===== src/rtl/csr_pkg.sv =====
// Shared definitions for the Zicsr access path: CSR file op encodings,
// well-known CSR addresses and the access sequencer state codes.
package csr_pkg;

  localparam logic [1:0] CSR_NOP = 2'b00;
  localparam logic [1:0] CSR_RW  = 2'b01;
  localparam logic [1:0] CSR_RS  = 2'b10;
  localparam logic [1:0] CSR_RC  = 2'b11;
  localparam logic       CSR_IMM = 1'b1;

  localparam logic [11:0] CSR_MSTATUS  = 12'h300;
  localparam logic [11:0] CSR_MISA     = 12'h301;
  localparam logic [11:0] CSR_MIE      = 12'h304;
  localparam logic [11:0] CSR_MTVEC    = 12'h305;
  localparam logic [11:0] CSR_DEBUG    = 12'h309;
  localparam logic [11:0] CSR_MSCRATCH = 12'h340;
  localparam logic [11:0] CSR_MEPC     = 12'h341;
  localparam logic [11:0] CSR_MCAUSE   = 12'h342;
  localparam logic [11:0] CSR_CYCLE    = 12'hC00;
  localparam logic [11:0] CSR_INSTRET  = 12'hC02;

  typedef logic [1:0] csr_state_t;

  localparam csr_state_t ST_IDLE  = 2'd0;
  localparam csr_state_t ST_READ  = 2'd1;
  localparam csr_state_t ST_WRITE = 2'd2;
  localparam csr_state_t ST_RESP  = 2'd3;

  typedef struct packed {
    logic       imm;
    logic [1:0] op;
    logic       legal;
  } csr_dec_t;

endpackage


===== src/rtl/csr_access_unit.sv =====
// Sequences one decoded Zicsr instruction through the CSR file: registered
// read, optional write, then a one-cycle writeback/illegal response.
//
// state    | meaning
// ---------+---------------------------------------------------------------
// ST_IDLE  | ready for a request; latch fields on acceptance
// ST_READ  | present address to the file, op forced to NOP
// ST_WRITE | file read data valid; capture old value, strobe write if any
// ST_RESP  | rd writeback pulse or illegal pulse, then back to idle
module csr_access_unit
  import csr_pkg::*;
#(
  parameter bit RO_CHECK = 1'b1
) (
  input  logic        clk,
  input  logic        rst_n,
  input  logic        req_valid,
  output logic        req_ready,
  input  logic [2:0]  req_funct3,
  input  logic [4:0]  req_rs1,
  input  logic [4:0]  req_rd,
  input  logic [11:0] req_addr,
  input  logic [31:0] req_rs1_data,
  output logic        csr_wr_en,
  output logic [2:0]  csr_op,
  output logic [4:0]  csr_uimm,
  output logic [11:0] csr_addr,
  output logic [31:0] csr_data_in,
  input  logic [31:0] csr_data_out,
  output logic        rd_we,
  output logic [4:0]  rd_addr,
  output logic [31:0] rd_data,
  output logic        illegal,
  output logic        stall
);

  function automatic csr_dec_t decode_funct3(input logic [2:0] f3);
    csr_dec_t dec;
    dec.imm   = (f3[2] == CSR_IMM);
    dec.op    = f3[1:0];
    dec.legal = (f3[1:0] != CSR_NOP);
    return dec;
  endfunction

  csr_state_t  state_q, state_d;
  logic        imm_q, imm_d;
  logic [1:0]  op_q, op_d;
  logic        wr_q, wr_d;
  logic        illegal_q, illegal_d;
  logic [4:0]  rd_q, rd_d;
  logic [4:0]  rs1_q, rs1_d;
  logic [11:0] addr_q, addr_d;
  logic [31:0] data_q, data_d;
  logic [31:0] old_q, old_d;

  csr_dec_t    req_dec;
  logic        req_wr;
  logic        req_illegal;
  logic        accept;

  // Set/clear forms with rs1==x0 are pure reads; RW/RWI always write.
  always_comb begin
    req_dec     = decode_funct3(req_funct3);
    req_wr      = req_dec.legal && ((req_dec.op == CSR_RW) || (req_rs1 != 5'd0));
    req_illegal = !req_dec.legal ||
                  (RO_CHECK && req_wr && (req_addr[11:10] == 2'b11));
    accept      = req_valid && (state_q == ST_IDLE);
  end

  always_comb begin
    state_d   = state_q;
    imm_d     = imm_q;
    op_d      = op_q;
    wr_d      = wr_q;
    illegal_d = illegal_q;
    rd_d      = rd_q;
    rs1_d     = rs1_q;
    addr_d    = addr_q;
    data_d    = data_q;
    old_d     = old_q;

    case (state_q)
      ST_IDLE: begin
        if (accept) begin
          imm_d     = req_dec.imm;
          op_d      = req_dec.op;
          wr_d      = req_wr && !req_illegal;
          illegal_d = req_illegal;
          rd_d      = req_rd;
          rs1_d     = req_rs1;
          addr_d    = req_addr;
          data_d    = req_rs1_data;
          old_d     = 32'd0;
          state_d   = req_illegal ? ST_RESP : ST_READ;
        end
      end
      ST_READ: begin
        state_d = ST_WRITE;
      end
      ST_WRITE: begin
        old_d   = csr_data_out;
        state_d = ST_RESP;
      end
      default: begin
        state_d = ST_IDLE;
      end
    endcase
  end

  always_comb begin
    req_ready   = (state_q == ST_IDLE);
    stall       = (state_q != ST_IDLE);
    csr_wr_en   = 1'b0;
    csr_op      = 3'b000;
    csr_uimm    = 5'd0;
    csr_addr    = 12'h000;
    csr_data_in = 32'd0;
    rd_we       = 1'b0;
    rd_addr     = 5'd0;
    rd_data     = 32'd0;
    illegal     = 1'b0;

    case (state_q)
      ST_READ: begin
        csr_addr    = addr_q;
        csr_op      = {imm_q, CSR_NOP};
        csr_uimm    = rs1_q;
        csr_data_in = data_q;
      end
      ST_WRITE: begin
        csr_addr    = addr_q;
        csr_op      = {imm_q, (wr_q ? op_q : CSR_NOP)};
        csr_uimm    = rs1_q;
        csr_data_in = data_q;
        csr_wr_en   = wr_q;
      end
      ST_RESP: begin
        rd_we   = !illegal_q && (rd_q != 5'd0);
        rd_addr = rd_q;
        rd_data = old_q;
        illegal = illegal_q;
      end
      default: begin
      end
    endcase
  end

  always_ff @(posedge clk or negedge rst_n) begin
    if (!rst_n) begin
      state_q   <= ST_IDLE;
      imm_q     <= 1'b0;
      op_q      <= CSR_NOP;
      wr_q      <= 1'b0;
      illegal_q <= 1'b0;
      rd_q      <= 5'd0;
      rs1_q     <= 5'd0;
      addr_q    <= 12'h000;
      data_q    <= 32'd0;
      old_q     <= 32'd0;
    end else begin
      state_q   <= state_d;
      imm_q     <= imm_d;
      op_q      <= op_d;
      wr_q      <= wr_d;
      illegal_q <= illegal_d;
      rd_q      <= rd_d;
      rs1_q     <= rs1_d;
      addr_q    <= addr_d;
      data_q    <= data_d;
      old_q     <= old_d;
    end
  end

endmodule

===== config.mk =====
export PLATFORM = sky130hd
export DESIGN_NAME = csr_access_unit
export DESIGN_NICKNAME = d
export VERILOG_FILES = /design/src/rtl/csr_pkg.sv /design/src/rtl/csr_access_unit.sv
export SDC_FILE = /design/constraint.sdc
export NUM_CORES = 1
export LEC_CHECK = 0
export ABC_AREA = 1
export CORE_AREA = 5 5 113 115
export CTS_CLUSTER_DIAMETER = 30
export CTS_CLUSTER_SIZE = 25
export DETAILED_ROUTE_END_ITERATION = 10
export DIE_AREA = 0 0 118 120
export GPL_ROUTABILITY_DRIVEN = 0
export PLACE_DENSITY = 0.82
export SLEW_MARGIN = 10
export SYNTH_ARGS = -nofsm -noshare
export SYNTH_HDL_FRONTEND = slang
export SYNTH_SLANG_ARGS = --single-unit

===== constraint.sdc =====
create_clock -name clk -period 1.8 [get_ports clk]
set_clock_uncertainty 0.1 [all_clocks]
set_input_delay 0.45 -clock clk [delete_from_list [all_inputs] [get_ports clk]]
set_output_delay 0.45 -clock clk [all_outputs]
set_load 0.1 [all_outputs]

After elaboration in Yosys (flattened, before gate mapping):

Index checks and enable logic that the tools add are counted.

* equal/unequal tests: 6
* bitwise logic cells: 0
* add/subtract/negate cells: 0
* reduce and logical (&&, ||, !) cells: 19
* multipliers: 0
* divide/modulo/power cells: 0
* mux-type cells: 15
* shifts and indexed selects: 0
* order comparisons: 0

Operator list (count)
* 32-bit 2-to-1 mux: 3
* 32-bit one-hot mux with 2 select lines: 1
* 12-bit 2-to-1 mux: 1
* 5-bit 2-to-1 mux: 2
* 5-bit nonzero test: 2
* 2-bit equality test (second input constant): 3
* 2-bit 2-to-1 mux: 3
* 2-bit one-hot mux with 3 select lines: 1
* 3-bit one-hot mux with 2 select lines: 1
* 2-bit nonzero test: 3
* 1-bit logical AND: 5
* 2-bit by 1-bit equality test with 1-bit output (second input constant): 2
* 2-bit AND reduction: 2
* 1-bit zero test: 3
* 1-bit 2-to-1 mux: 3
* 2-bit zero test: 1
* 1-bit logical OR: 2
* 2-bit by 1-bit != test with 1-bit output (second input constant): 1
* 2-bit OR reduction: 1

* bits in registers: 93
* input bits: 92
* bits in latches: 0
* word-level logic and storage cells: 50
* memories kept: 0
* bits in read-only memories: 0
* bits in writable memories: 0
* output and inout port bits: 94

Logic depth before layout (Yosys ltp):

Gate-level depths: netlist of the first run.

* word-level depth: 8
* mapped depth: 9
* gate-level depth less buffers: 9

Worst setup path before layout of the first run:

No wires, ideal clock.

* kind: reg2out
* from: reg state_q[0]
* to: out csr_op[0]
* path buffers: 1
* data required time: 1250 ps
* setup slack: -1622 ps
* arrival time: 2872 ps
* stages on the path, launching flop included: 8
* path through: dfrtp_1 inv_1 ha_1 buf_2 nand2_1 inv_1 nand2_1 nor2_1

* word-level cells in the longest chain between the ends: 2
* elaborated cells between the ends (all ways): 3
* those cells by class: eq/ne (2); mux (1)

RTL lines
* start: declaration: RTL line csr_access_unit.sv:45 `csr_state_t state_q, state_d;`
* start signal: assignment: RTL line csr_access_unit.sv:161 `state_q <= state_d;`
* 2-bit equality test or 2-bit by 1-bit equality test with 1-bit output (tied branches): RTL line csr_access_unit.sv:123 `case (state_q)`
* 3-bit one-hot mux with 2 select lines (*): RTL line csr_access_unit.sv:123
* end: declaration: RTL line csr_access_unit.sv:25 `output logic [2:0] csr_op,`

Every way passes the cells marked *; elsewhere a longest branch is shown, timed or not.

Worst setup path after layout of the first run:

* from: reg state_q[1]
* to: out csr_data_in[21]

* word-level cells in the longest chain between the ends: 3
* elaborated cells between the ends (all ways): 4
* those cells by class: eq/ne (2); mux (1); reduce/logical (1)

RTL lines
* 2-bit equality test or 2-bit by 1-bit equality test with 1-bit output (tied branches): RTL line csr_access_unit.sv:123
* 2-bit OR reduction (no source line) (*)
* 32-bit 2-to-1 mux (*): RTL line csr_access_unit.sv:123
* end: declaration: RTL line csr_access_unit.sv:28 `output logic [31:0] csr_data_in,`

Marked as above.

==> impl_metrics.tcl, run 1 <==
set metrics [dict create \
    cts_tree "built" \
    wl_per_cell_um 15.85 \
    antenna_found_initial 0 \
    layout_common_cells "nand2_1, buf_12, dfrtp_1" \
    clk-insertion-delay-late_ns 0.32 \
    drive_gt1_share_pct 41.32 \
    drt_iter0_drc 249 \
    syn_avg_cell_area_sq_um 7.192 \
    clock_sinks 93 \
    setup_tns_ns -37.51 \
    hold_viol 0 \
    slew_headroom_pct 66.24 \
    dr.pass1.iters 4 \
    drc 0 \
    critPathMaxFanout 11 \
    grt_pass1_wl_mm 25.10 \
    crit_arrival_ns 1.72 \
    synth_warnings 0 \
    cts_buffer_depth 2 \
    viasPerCell 4.754 \
    die_h_um 120 \
    worst_pin_slew_ns 0.5063 \
    dp_slack_ns -0.1220 \
    place.port_buffers 185 \
    end_kind "output pin" \
    setup_viol 92 \
    synth_area_sq_mm 0.004423 \
    ioPinCount 186 \
    layout_commonest_cell "nand2_1" \
    status "finished, violations left" \
    dpl.cell_count 937 \
    diodes 0 \
    numCtsBuffers 9 \
    grt_pass1_vias 4953 \
    post-route-period-util_pct 126.1 \
    fin_util_pct 77.22 \
    hp-class "in -> async" \
    die-area_sq_mm 0.01416 \
    grt_max_degree 94 \
    instances_no_fill 965 \
    rsz0062_at_grt "yes" \
    seq_area_frac_synth_pct 52.62 \
    htreeDepth 3 \
    yosys.cell_types.count 19 \
    clkTransAtPathRegs_ns 0.06 \
    synth_cells 615 \
    ant_nets 0 \
    initial_core_util_pct 37.77 \
    track_usage_pct 21.69 \
    overflow 0 \
    rows 40 \
    period_minus_slack_ns 2.269 \
    worstSetupPathType "reg -> out" \
    vias 4588 \
    die_w_um 118 \
    ys_ff_latch 93 \
    syn_to_final_growth_pct 104.5 \
    max_freq_ghz 0.4407 \
    cp.required_ns 1.25 \
    syn-num-nets 711 \
    reg2reg_slack_ns 0.15 \
    dp_hpwl_mm 11.07 \
    violations "negative setup slack" \
    cts-root-buf "clkbuf_16" \
    slew_viol_final 0 \
    core_area_sq_mm 0.01171 \
    maxCapViolCount 0 \
    crit_path_start_kind "flop" \
    final_net_count 911 \
    worst_slack_ns -0.4690 \
    drt-total-wl_mm 15.30 \
]
-- worst max-delay path, stage by stage, from the launching register on --
cell and delay (ns):
dfrtp_1 0.38, inv_2 0.07, ha_4 0.31, buf_12 0.14
buf_16 0.17, nand2_4 0.07, clkinvlp_4 0.08, buf_12 0.17
-- cell usage after synthesis --
master | n | area [sq um]
nor2_2 | 1 | 6.260
buf_4 | 3 | 22.52
nor2_1 | 8 | 30.03
o21ai_0 | 4 | 20.02
o22ai_1 | 1 | 6.260
buf_1 | 2 | 7.510
mux2i_1 | 1 | 10.01
inv_1 | 99 | 371.6
nand3_1 | 34 | 170.2
ha_1 | 4 | 50.05
dfrtp_1 | 93 | 2327
nand2_2 | 1 | 6.260
a21oi_4 | 1 | 16.27
a21oi_1 | 1 | 5.000
clkbuf_1 | 17 | 63.81
nand2_1 | 331 | 1242
nor3_1 | 1 | 5.000
buf_2 | 11 | 55.05
inv_2 | 2 | 7.510
-- flip-flops by register name (all words and copies together), names as in the netlist --
| name | cells |
|---|---|
| illegal_q | 1 |
| op_q | 2 |
| rs1_q | 5 |
| state_q | 2 |
| rd_q | 5 |
| old_q | 32 |
| data_q | 32 |
| addr_q | 12 |
| imm_q | 1 |
| wr_q | 1 |
-- kinds of logic after synthesis --
kind of cell / after synthesis / synth area share (%)
buffers and inverters: 134 / 11.94
and+or+nand+nor: 376 / 33.01
AOI/OAI and AO/OA: 7 / 1.075
DFF: 93 / 52.62
adders and majority gates: 4 / 1.132
muxes: 1 / 0.2263
-- stage by stage --
| stage | hold slack, ns | instance area, sq um |
|---|---|---|
| after floorplan | 0.05441 | 5446 |
| after global placement | 0.3709 | 8443 |
| after detailed placement | 0.3822 | 8443 |
| after CTS | 0.09817 | 8925 |
| after global routing | 0.1005 | 9044 |
| final | 0.05369 | 9044 |
-- area by class of cell --
cell class	instances	area, sq um
clock inverter	2	10.01
multi-input combinational	388	2133
fill	752	2668
sequential	93	2327
inverter	101	723.2
timing repair buffer	222	3410
clock buffer	12	256.5
tap	147	183.9
-- final timing paths --
kind / start / endpoint / depth (start not counted)
min in group clk: op_q[0] / op_q[0] / 2
worst min-delay path: rst_n / data_q[7] / 2
worst max register to register: state_q[0] / old_q[31] / 8
worst min register to register: op_q[0] / op_q[0] / 2
worst max-delay path: state_q[1] / csr_data_in[21] / 7
max in group asynchronous: rst_n / old_q[2] / 2
-- layer usage --
metal	vias to the layer above	global-route usage [%]	part of all wire, %	wire length [um]
li1	2178	-	-	-
met1	2200	24.30	38	5783
met2	182	39.46	53	8129
met3	28	6.173	6.8	1035
met4	0	7.312	2.3	348
met5	-	0	0	0
-- what timing repair did --
item / CTS / global route
pin swaps: 7 / 4
hold buffers: 0 / 0
hold endpoints to repair: 0 / 0
setup endpoints to repair: 92 / 103
cloned: 4 / 4
gates resized for setup: 13 / 6
setup buffers: 5 / 1
Power of run 1 is left out: the tool's default activity adds up to more than one toggle a clock period on the data nets, which glitch-free logic cannot reach.
==> run 2, diff against run 1 <==
--- a/config.mk
+++ b/config.mk
@@ -6,14 +6,16 @@
 export NUM_CORES = 1
 export LEC_CHECK = 0
 export ABC_AREA = 1
-export CORE_AREA = 5 5 113 115
+export CORE_AREA = 5 5 112 114
+export CTS_BUF_LIST = sky130_fd_sc_hd__clkbuf_2 sky130_fd_sc_hd__clkbuf_4 sky130_fd_sc_hd__clkbuf_8
 export CTS_CLUSTER_DIAMETER = 30
 export CTS_CLUSTER_SIZE = 25
 export DETAILED_ROUTE_END_ITERATION = 10
-export DIE_AREA = 0 0 118 120
+export DIE_AREA = 0 0 117 119
 export GPL_ROUTABILITY_DRIVEN = 0
-export PLACE_DENSITY = 0.82
+export PLACE_DENSITY = 0.83
 export SLEW_MARGIN = 10
 export SYNTH_ARGS = -nofsm -noshare
 export SYNTH_HDL_FRONTEND = slang
 export SYNTH_SLANG_ARGS = --single-unit
+export TNS_END_PERCENT = 30
==> run 2 against run 1 <==
Against the previous run: the run still ends with negative setup slack left; cell area is 8.4% lower; critical path depth is 1 lower; final cell count is 0.73% lower; worst hold slack better by 0.32 ns; core utilization decreased by 4.1 points; first-iteration DRC count down 6.0%; maximum frequency rose by 0.52%; sequential cell count stayed put; non-clock buffer count fell by 3; via count is 5.2% lower; die area fell by 1.7%; sequential share of layout area rose by 2.4 points; critical path type unchanged; largest cell class unchanged.
==> impl_metrics.tcl, run 2 (same netlist as run 1, synthesis figures left out) <==
set metrics [dict create \
    violations "negative setup slack" \
    ioPinCount 186 \
    post-route-period-util_pct 125.4 \
    die-area_sq_mm 0.01392 \
    layout_commonest_cell "nand2_1" \
    critPathMaxFanout 26 \
    layout_common_cells "nand2_1, buf_12, dfrtp_1" \
    ant_nets 0 \
    crit_path_start_kind "flop" \
    slew_headroom_pct 82.93 \
    multi_input_area_sq_mm 0.001788 \
    antenna_found_initial 0 \
    busiest_layer "met2" \
    worst_slack_ns -0.4573 \
    cts_buffer_depth 2 \
    grtUsageMet1_pct 22.94 \
    final_net_count 908 \
    diodes 0 \
    wl_per_cell_um 14.12 \
    syn_to_final_growth_pct 87.27 \
    maxCapViolCount 0 \
    die_h_um 119 \
    slew_viol_final 0 \
    slowest_delay_ns 0.38 \
    vias 4351 \
    fill_cells 813 \
    cts_tree "built" \
    setup_tns_ns -32.18 \
    grt_pass1_vias 4494 \
    crit_arrival_ns 1.71 \
    reg_top3 "data_q: 32 flops, old_q: 32 flops, addr_q: 12 flops" \
    max_freq_ghz 0.4430 \
    overflow 0 \
    cp.required_ns 1.25 \
    setup_viol 92 \
    dp_hpwl_mm 10.40 \
    drt_iter0_drc 234 \
    drt-total-wl_mm 13.53 \
    drive_gt1_share_pct 31.53 \
    grt_max_degree 49 \
    grt_pass1_wl_mm 22.11 \
    clkTransAtPathRegs_ns 0.08 \
    seq_area_sq_mm 0.002327 \
    end_kind "output pin" \
    crit_buf_inv 4 \
    cts-root-buf "clkbuf_8" \
    initial_core_util_pct 39.07 \
    viasPerCell 4.542 \
    clk-insertion-delay-late_ns 0.34 \
    met3_usage_pct 5.426 \
    numCtsBuffers 9 \
    worst_pin_slew_ns 0.2561 \
    cp_cell_sequence "inv_2 -> ha_4 -> buf_12 -> nand2_1 -> clkinvlp_4 -> buf_12" \
    drc 0 \
    status "finished, violations left" \
    cp_slowest_cell "dfrtp_1" \
    htreeDepth 3 \
    rows 39 \
    core_area_sq_mm 0.01132 \
    place.port_buffers 185 \
    hp-class "reg -> reg" \
    dp_slack_ns -0.09057 \
    dr.pass1.iters 5 \
    cp_top_family "buffers and inverters" \
    period_minus_slack_ns 2.257 \
    grt_util_met2_pct 34.00 \
    cpMostUsedCell "buf_12" \
    clock_sinks 93 \
    track_usage_pct 19.87 \
    hold_viol 0 \
    fin_util_pct 73.17 \
    die_w_um 117 \
    rsz0062_at_grt "yes" \
    worstSetupPathType "reg -> out" \
]
-- run 2: changes by cell type in the layout (fill, tap and decap cells not counted), moves of 8 or more --
cell / previous run / this run
clkbuf_16: 12 / 0
clkbuf_8: 2 / 10
clkinvlp_4: 89 / 50
inv_1: 7 / 19
inv_2: 3 / 31
nand2_1: 242 / 307
nand2_2: 38 / 5
nand2_4: 50 / 20
-- run 2: worst paths after layout --
kind | startpoint | endpoint | slack, ns | depth (start not counted)
max in group asynchronous | rst_n | data_q[13] | 0.83 | 3
worst max register to register | state_q[0] | state_q[0] | 0.11 | 8
worst max-delay path | state_q[1] | csr_addr[8] | -0.46 | 6
worst min register to register | old_q[30] | old_q[30] | 0.37 | 2
worst min-delay path | old_q[30] | old_q[30] | 0.37 | 2
min in group asynchronous | rst_n | data_q[30] | 0.53 | 3
-- run 2: per-layer routing --
metal | vias to the layer above | share of wire, %
li1 | 2166 | -
met1 | 1987 | 38
met2 | 161 | 50
met3 | 37 | 8.1
met4 | 0 | 3.6
met5 | - | 0
-- run 2: per-stage QoR --
step	hold slack (ns)	std cells	instance area, sq um
CTS	0.3794	957	8250
finish	0.3725	958	8283
detailed placement	0.3586	941	7999
floorplan	0.05441	615	4878
global route	0.3987	958	8283
global placement	0.3536	941	7999
-- run 2: area by class of cell --
class / count / area share (%)
clock buffer: 12 / 1.843
clock inverter: 2 / 0.4230
inverter: 101 / 6.873
multi-input combinational: 388 / 21.59
sequential: 93 / 28.10
tap: 143 / 2.160
timing repair buffer: 219 / 39.02
-- run 2: timing repair --
action / 4_1_cts / 5_1_grt
buffers inserted: 0 / 1
hold buffers: 1 / 0
endpoints found under the hold margin: 93 / 0
pin swaps: 4 / 4
gates cloned: 1 / 0
endpoints found under the setup margin: 93 / 94
gates resized for setup: 9 / 34
-- run 2: worst min-delay path, cell delays in order (launching register included) --
cell and delay [ns]:
dfrtp_1 0.35, nand2_1 0.05, nand2_1 0.04
Power of run 2 is left out for the same reason.
==> run 3, diff against run 2 <==
--- a/config.mk
+++ b/config.mk
@@ -6,6 +6,7 @@
 export NUM_CORES = 1
 export LEC_CHECK = 0
 export ABC_AREA = 1
+export ABC_CLOCK_PERIOD_IN_PS = 1800
 export CORE_AREA = 5 5 112 114
 export CTS_BUF_LIST = sky130_fd_sc_hd__clkbuf_2 sky130_fd_sc_hd__clkbuf_4 sky130_fd_sc_hd__clkbuf_8
 export CTS_CLUSTER_DIAMETER = 30
==> results of run 3 <==
Same layout as run 2: the final DEF is identical, and so are final timing and power.
Power of run 3 is left out for the same reason.
